--- src/rtl/div_result_bcd.sv ---
// div_result_bcd: converts a divider's 6-bit quotient and 4-bit remainder
// into two-digit BCD values with a serial double-dabble engine. One shift
// step runs per clock, so a conversion takes six clocks from the start edge.
//
// Optional feature: define BCD_SEG7_EN to add four registered, active-low
// seven-segment outputs (seg_q1, seg_q0, seg_r1, seg_r0), ordered {g,f,e,d,c,b,a}.
//
// state | meaning
// ------+---------------------------------------------------------------
// IDLE  | waiting for a rising edge of done; outputs hold the last result
// CONV  | one double-dabble step per clock until the counter reaches zero
module div_result_bcd (
    input  logic       clk,
    input  logic       reset,
    input  logic       done,
    input  logic [5:0] Q,
    input  logic [3:0] R,
`ifdef BCD_SEG7_EN
    output logic [6:0] seg_q1,
    output logic [6:0] seg_q0,
    output logic [6:0] seg_r1,
    output logic [6:0] seg_r0,
`endif
    output logic [7:0] q_bcd,
    output logic [7:0] r_bcd,
    output logic       busy,
    output logic       valid
);

    localparam logic [0:0] IDLE = 1'b0;
    localparam logic [0:0] CONV = 1'b1;

    localparam logic [2:0] NUM_STEPS = 3'd6;

    logic [0:0] state_q, state_d;
    logic       done_q, done_d;
    logic [5:0] qbin_q, qbin_d;
    logic [5:0] rbin_q, rbin_d;
    logic [7:0] qscr_q, qscr_d;
    logic [7:0] rscr_q, rscr_d;
    logic [2:0] cnt_q, cnt_d;
    logic [7:0] q_bcd_q, q_bcd_d;
    logic [7:0] r_bcd_q, r_bcd_d;
    logic       busy_q, busy_d;
    logic       valid_q, valid_d;

    logic       start;
    logic [7:0] qscr_adj, rscr_adj;
    logic [7:0] qscr_nxt, rscr_nxt;
    logic [5:0] qbin_nxt, rbin_nxt;

    // Add 3 to any BCD digit of 5 or more so the following shift carries
    // correctly into the next decimal place.
    function automatic logic [3:0] digit_adj(input logic [3:0] d);
        return (d >= 4'd5) ? (d + 4'd3) : d;
    endfunction

    function automatic logic [7:0] scratch_adj(input logic [7:0] s);
        return {digit_adj(s[7:4]), digit_adj(s[3:0])};
    endfunction

    // Rising edge of done while idle starts a conversion; edges seen during
    // CONV are dropped rather than queued.
    always_comb begin
        start = done && !done_q && (state_q == IDLE);
    end

    // One double-dabble step on both operands: adjust, then shift
    // {scratch, binary} left by one.
    always_comb begin
        qscr_adj = scratch_adj(qscr_q);
        rscr_adj = scratch_adj(rscr_q);
        qscr_nxt = {qscr_adj[6:0], qbin_q[5]};
        rscr_nxt = {rscr_adj[6:0], rbin_q[5]};
        qbin_nxt = {qbin_q[4:0], 1'b0};
        rbin_nxt = {rbin_q[4:0], 1'b0};
    end

    // Next-state logic for the sequencer, datapath and result registers.
    always_comb begin
        state_d = state_q;
        done_d  = done;
        qbin_d  = qbin_q;
        rbin_d  = rbin_q;
        qscr_d  = qscr_q;
        rscr_d  = rscr_q;
        cnt_d   = cnt_q;
        q_bcd_d = q_bcd_q;
        r_bcd_d = r_bcd_q;
        busy_d  = busy_q;
        valid_d = valid_q;

        case (state_q)
            IDLE: begin
                if (start) begin
                    state_d = CONV;
                    qbin_d  = Q;
                    rbin_d  = {2'b00, R};
                    qscr_d  = 8'h00;
                    rscr_d  = 8'h00;
                    cnt_d   = NUM_STEPS;
                    busy_d  = 1'b1;
                    valid_d = 1'b0;
                end
            end
            CONV: begin
                qscr_d = qscr_nxt;
                rscr_d = rscr_nxt;
                qbin_d = qbin_nxt;
                rbin_d = rbin_nxt;
                cnt_d  = cnt_q - 3'd1;
                // The last step publishes the freshly shifted scratch values,
                // so the result registers only ever change on this edge.
                if (cnt_q == 3'd1) begin
                    state_d = IDLE;
                    q_bcd_d = qscr_nxt;
                    r_bcd_d = rscr_nxt;
                    busy_d  = 1'b0;
                    valid_d = 1'b1;
                end
            end
            default: begin
                state_d = IDLE;
                busy_d  = 1'b0;
            end
        endcase
    end

    // State and datapath registers with synchronous active-high reset.
    always_ff @(posedge clk) begin
        if (reset) begin
            state_q <= IDLE;
            done_q  <= 1'b0;
            qbin_q  <= 6'd0;
            rbin_q  <= 6'd0;
            qscr_q  <= 8'h00;
            rscr_q  <= 8'h00;
            cnt_q   <= 3'd0;
            q_bcd_q <= 8'h00;
            r_bcd_q <= 8'h00;
            busy_q  <= 1'b0;
            valid_q <= 1'b0;
        end else begin
            state_q <= state_d;
            done_q  <= done_d;
            qbin_q  <= qbin_d;
            rbin_q  <= rbin_d;
            qscr_q  <= qscr_d;
            rscr_q  <= rscr_d;
            cnt_q   <= cnt_d;
            q_bcd_q <= q_bcd_d;
            r_bcd_q <= r_bcd_d;
            busy_q  <= busy_d;
            valid_q <= valid_d;
        end
    end

    assign q_bcd = q_bcd_q;
    assign r_bcd = r_bcd_q;
    assign busy  = busy_q;
    assign valid = valid_q;

`ifdef BCD_SEG7_EN
    localparam logic [6:0] SEG_ZERO = 7'b1000000;

    logic [6:0] seg_q1_q, seg_q1_d;
    logic [6:0] seg_q0_q, seg_q0_d;
    logic [6:0] seg_r1_q, seg_r1_d;
    logic [6:0] seg_r0_q, seg_r0_d;

    // Active-low {g,f,e,d,c,b,a}; non-decimal codes blank the digit.
    function automatic logic [6:0] seg7(input logic [3:0] d);
        logic [6:0] s;
        case (d)
            4'd0:    s = 7'b1000000;
            4'd1:    s = 7'b1111001;
            4'd2:    s = 7'b0100100;
            4'd3:    s = 7'b0110000;
            4'd4:    s = 7'b0011001;
            4'd5:    s = 7'b0010010;
            4'd6:    s = 7'b0000010;
            4'd7:    s = 7'b1111000;
            4'd8:    s = 7'b0000000;
            4'd9:    s = 7'b0010000;
            default: s = 7'b1111111;
        endcase
        return s;
    endfunction

    // Decode the next result values so the segments change on the same
    // edge as q_bcd and r_bcd.
    always_comb begin
        seg_q1_d = seg7(q_bcd_d[7:4]);
        seg_q0_d = seg7(q_bcd_d[3:0]);
        seg_r1_d = seg7(r_bcd_d[7:4]);
        seg_r0_d = seg7(r_bcd_d[3:0]);
    end

    // Segment output registers; reset shows digit 0.
    always_ff @(posedge clk) begin
        if (reset) begin
            seg_q1_q <= SEG_ZERO;
            seg_q0_q <= SEG_ZERO;
            seg_r1_q <= SEG_ZERO;
            seg_r0_q <= SEG_ZERO;
        end else begin
            seg_q1_q <= seg_q1_d;
            seg_q0_q <= seg_q0_d;
            seg_r1_q <= seg_r1_d;
            seg_r0_q <= seg_r0_d;
        end
    end

    assign seg_q1 = seg_q1_q;
    assign seg_q0 = seg_q0_q;
    assign seg_r1 = seg_r1_q;
    assign seg_r0 = seg_r0_q;
`endif

endmodule

--- config.mk ---
export PLATFORM = sky130hd
export DESIGN_NAME = div_result_bcd
export DESIGN_NICKNAME = d
export VERILOG_FILES = /design/src/rtl/div_result_bcd.sv
export SDC_FILE = /design/constraint.sdc
export NUM_CORES = 1
export LEC_CHECK = 0
export ABC_AREA = 1
export ABC_CLOCK_PERIOD_IN_PS = 1620
export BUFFER_PORTS_ARGS = -buffer_cell sky130_fd_sc_hd__buf_2
export CAP_MARGIN = 20
export CORE_UTILIZATION = 55
export DETAILED_ROUTE_END_ITERATION = 12
export PLACE_DENSITY_LB_ADDON = 0.05
export SYNTH_ARGS = -nofsm -noshare
export SYNTH_HDL_FRONTEND = slang
export SYNTH_SLANG_ARGS = --single-unit
--- constraint.sdc ---
create_clock -name clk -period 1.62 [get_ports clk]
set_input_delay 0.243 -clock clk [delete_from_list [all_inputs] [get_ports clk]]
set_output_delay 0.243 -clock clk [all_outputs]
set_load 0.1 [all_outputs]
==> impl_metrics.sql <==
INSERT INTO impl_metrics (metric_group, metric, value, unit) VALUES
('critical_path', 'crit_arrival', '1.55', 'ns'),
('grt', 'via_count_of_the_first_global_routing_pass', '1693', ''),
('routing', 'detail_route.wl_per_cell', '10.70', 'um'),
('cells_and_area', 'final_cells', '382', ''),
('grt', 'grt_use_total', '21.01', '%'),
('hold_path', 'worstHoldEndpoint', 'done_q', ''),
('critical_path', 'crit-reg2reg-launch', 'qscr_q[0]', ''),
('clocking', 'clockBufferDepth', '2', ''),
('sta', 'finalSetupViolCount', '0', ''),
('critical_path', 'path_cells', 'inv_1, ha_1, inv_1, nand2_1, nand3_1, nand2_1, nand3_1, a21oi_1', ''),
('critical_path', 'cp_top_family', 'simple AND/OR/NAND/NOR gates', ''),
('cells_and_area', 'nFillCells', '328', ''),
('floorplan', 'fp-row-count', '22', ''),
('hold_path', 'min_path_cells', '3', ''),
('yosys', 'ys_ff_latch', '51', ''),
('sta', 'setup_total_negative_slack', '0', 'ns'),
('clocking', 'cts-htree-levels', '2', ''),
('floorplan', 'ios', '31', ''),
('routing', 'detailedRoute.firstIterationViolations', '112', ''),
('clocking', 'ctsResizeCount', '0', ''),
('yosys', 'yosys_warnings', '0', ''),
('critical_path', 'worst_path_max_delay_cell', 'sky130_fd_sc_hd__dfxtp_1', ''),
('power_and_ir_drop', 'total_power', '0.002273', 'W'),
('yosys', 'synth_nets', '328', ''),
('clocking', 'cts.sink_count', '51', ''),
('yosys', 'synth_area_leader_cell', 'sky130_fd_sc_hd__dfxtp_1', ''),
('clocking', 'tritoncts', 'yes', ''),
('grt', 'global_route_wire_length_before_repair', '6.975', 'mm'),
('floorplan', 'placeableCoreArea', '3771', 'um2'),
('sta', 'fin_skew', '0.004633', 'ns'),
('power_and_ir_drop', 'irDropWorstVdd', '0.0005592', 'V'),
('placement', 'hpwl', '2.746', 'mm'),
('grt', 'antenna_found_initial', '0', ''),
('placement', 'numPortBuffers', '30', ''),
('yosys', 'synth_seq_area_share', '45.87', '%'),
('critical_path', 'critPathKind', 'register to register', ''),
('cells_and_area', 'final_common_cell', 'sky130_fd_sc_hd__nand2_1', ''),
('critical_path', 'critical_path.n_buffers_inverters', '2', ''),
('critical_path', 'worstPathRequired', '1.80', 'ns'),
('routing', 'firstDrtPassIters', '4', ''),
('cells_and_area', 'area_of_the_multi_input_gates', '1015', 'um2'),
('critical_path', 'critical_path.reg2reg.endpoint', 'qscr_q[2]', ''),
('critical_path', 'worstSetupEndpointType', 'register', ''),
('floorplan', 'dieHeight', '65.62', 'um'),
('clocking', 'post_cts_hold_buffer_count', '0', ''),
('cells_and_area', 'layout-drive-gt1-share', '13.47', '%'),
('clocking', 'cts_post_setup_buffers_inserted', '0', ''),
('sta', 'final_min_period_over_clock_period', '84.86', '%'),
('critical_path', 'crit_fanout', '5', ''),
('power_and_ir_drop', 'static-leakage-power', '1.049', 'nW'),
('sta', 'worst_slew_margin_rel', '55.57', '%'),
('floorplan', 'start_util', '59.02', '%'),
('hold_path', 'worst_hold_startpoint', 'done', ''),
('yosys', 'post_synth_inst_count', '305', ''),
('cells_and_area', 'area.sequential', '1021', 'um2'),
('routing', 'viasPerCell', '5.134', ''),
('yosys', 'synth_top_cells_by_area', 'sky130_fd_sc_hd__dfxtp_1, sky130_fd_sc_hd__nand2_1, sky130_fd_sc_hd__ha_1, sky130_fd_sc_hd__inv_1, sky130_fd_sc_hd__a21oi_1', ''),
('sta', 'maxClockFrequency', '727.4', 'MHz'),
('sta', 'finalHoldViolCount', '0', ''),
('cells_and_area', 'area_delta_synth_final', '12.54', '%'),
('cells_and_area', 'finalNetCount', '356', ''),
('clocking', 'cts_buf_count', '5', ''),
('power_and_ir_drop', 'pwr_density_cell', '907.3', 'nW/um2'),
('sta', 'rsz_0062_raised_after_global_routing', 'no', ''),
('routing', 'drcViolationCount', '0', ''),
('routing', 'wl', '4.088', 'mm'),
('clocking', 'register_clock_pin_slew_on_the_reported_worst_setup_and_hold_paths', '0.09', 'ns'),
('status', 'run_status', 'finished, final reports clean', ''),
('routing', 'postRouteAntennaNets', '0', ''),
('critical_path', 'crit_path_largest_cell_delay', '0.41', 'ns'),
('placement', 'place_congestion', '0.8320', '');
-- metrics by stage --
| step | utilization [%] | cell area, um2 | hold WS [ns] | setup WS [ns] |
|---|---|---|---|---|
| final | 66.42 | 2505 | 0.1632 | 0.2453 |
| after global routing | 66.42 | 2505 | 0.1657 | 0.07278 |
| after CTS | 66.42 | 2505 | 0.1572 | 0.2338 |
| after detailed placement | 63.77 | 2405 | 0.4400 | 0.2528 |
| after global placement | 63.77 | 2405 | 0.4334 | 0.2945 |
| after floorplan | - | 2226 | 0.3500 | 0.3734 |
-- power breakdown --
group | internal (W) | total, W | switching (W)
clock | 0.000390 | 0.000779 | 0.000389
sequential | 0.00128 | 0.00131 | 0.0000212
combinational | 0.0000572 | 0.000188 | 0.000131
-- registers in the layout, indices dropped and copies added, names as in the netlist --
register,cells
busy,1
rbin_q,6
r_bcd,8
state_q,1
rscr_q,8
done_q,1
qscr_q,8
q_bcd,8
qbin_q,6
valid,1
cnt_q,3
-- routing by layer --
layer	share of wire, %	vias up	track usage (%)
li1	-	1046	-
met1	49	875	24.97
met2	47	36	36.47
met3	3.4	4	5.729
met4	0.76	0	6.522
met5	0	-	0
-- worst max path at each step --
| stage | depth (start not counted) | end | startpoint |
|---|---|---|---|
| floorplan | 2 | valid | valid |
| global placement | 8 | rscr_q[2] | rscr_q[0] |
| detailed placement | 3 | qbin_q[4] | state_q |
| CTS | 3 | qbin_q[5] | state_q |
| global route | 8 | qscr_q[1] | qscr_q[0] |
| finish | 8 | qscr_q[2] | qscr_q[0] |
-- tightest hold or removal path, stage by stage --
cell and delay [ns]:
sky130_fd_sc_hd__buf_2 0.08, sky130_fd_sc_hd__inv_1 0.03, sky130_fd_sc_hd__nor2_1 0.06
-- synthesized netlist by cell type --
cell type and number:
sky130_fd_sc_hd__ha_1 10, sky130_fd_sc_hd__o21ai_1 10, sky130_fd_sc_hd__a31oi_1 9, sky130_fd_sc_hd__inv_2 3
sky130_fd_sc_hd__o21ai_0 17, sky130_fd_sc_hd__nand3_1 20, sky130_fd_sc_hd__buf_2 5, sky130_fd_sc_hd__nand4_2 1
sky130_fd_sc_hd__buf_4 4, sky130_fd_sc_hd__nand4_1 8, sky130_fd_sc_hd__a21oi_1 22, sky130_fd_sc_hd__o21ai_2 1
sky130_fd_sc_hd__inv_1 30, sky130_fd_sc_hd__nand2_1 108, sky130_fd_sc_hd__nor2_1 3, sky130_fd_sc_hd__clkbuf_1 3
sky130_fd_sc_hd__dfxtp_1 51
-- cell type report --
class,instances,area share [%]
inverter,33,4.945
sequential,51,40.76
clock buffer,8,3.996
tap,48,2.398
timing repair buffer,33,7.393
multi-input combinational,209,40.51
-- kinds of logic after synthesis --
kind of cell | synth area share [%]
simple gates | 26.03
fa+ha+maj | 5.621
flops | 45.87
compound gates | 13.94
buf+inv | 8.544
Note: power is estimated with default switching activity, not from simulation.
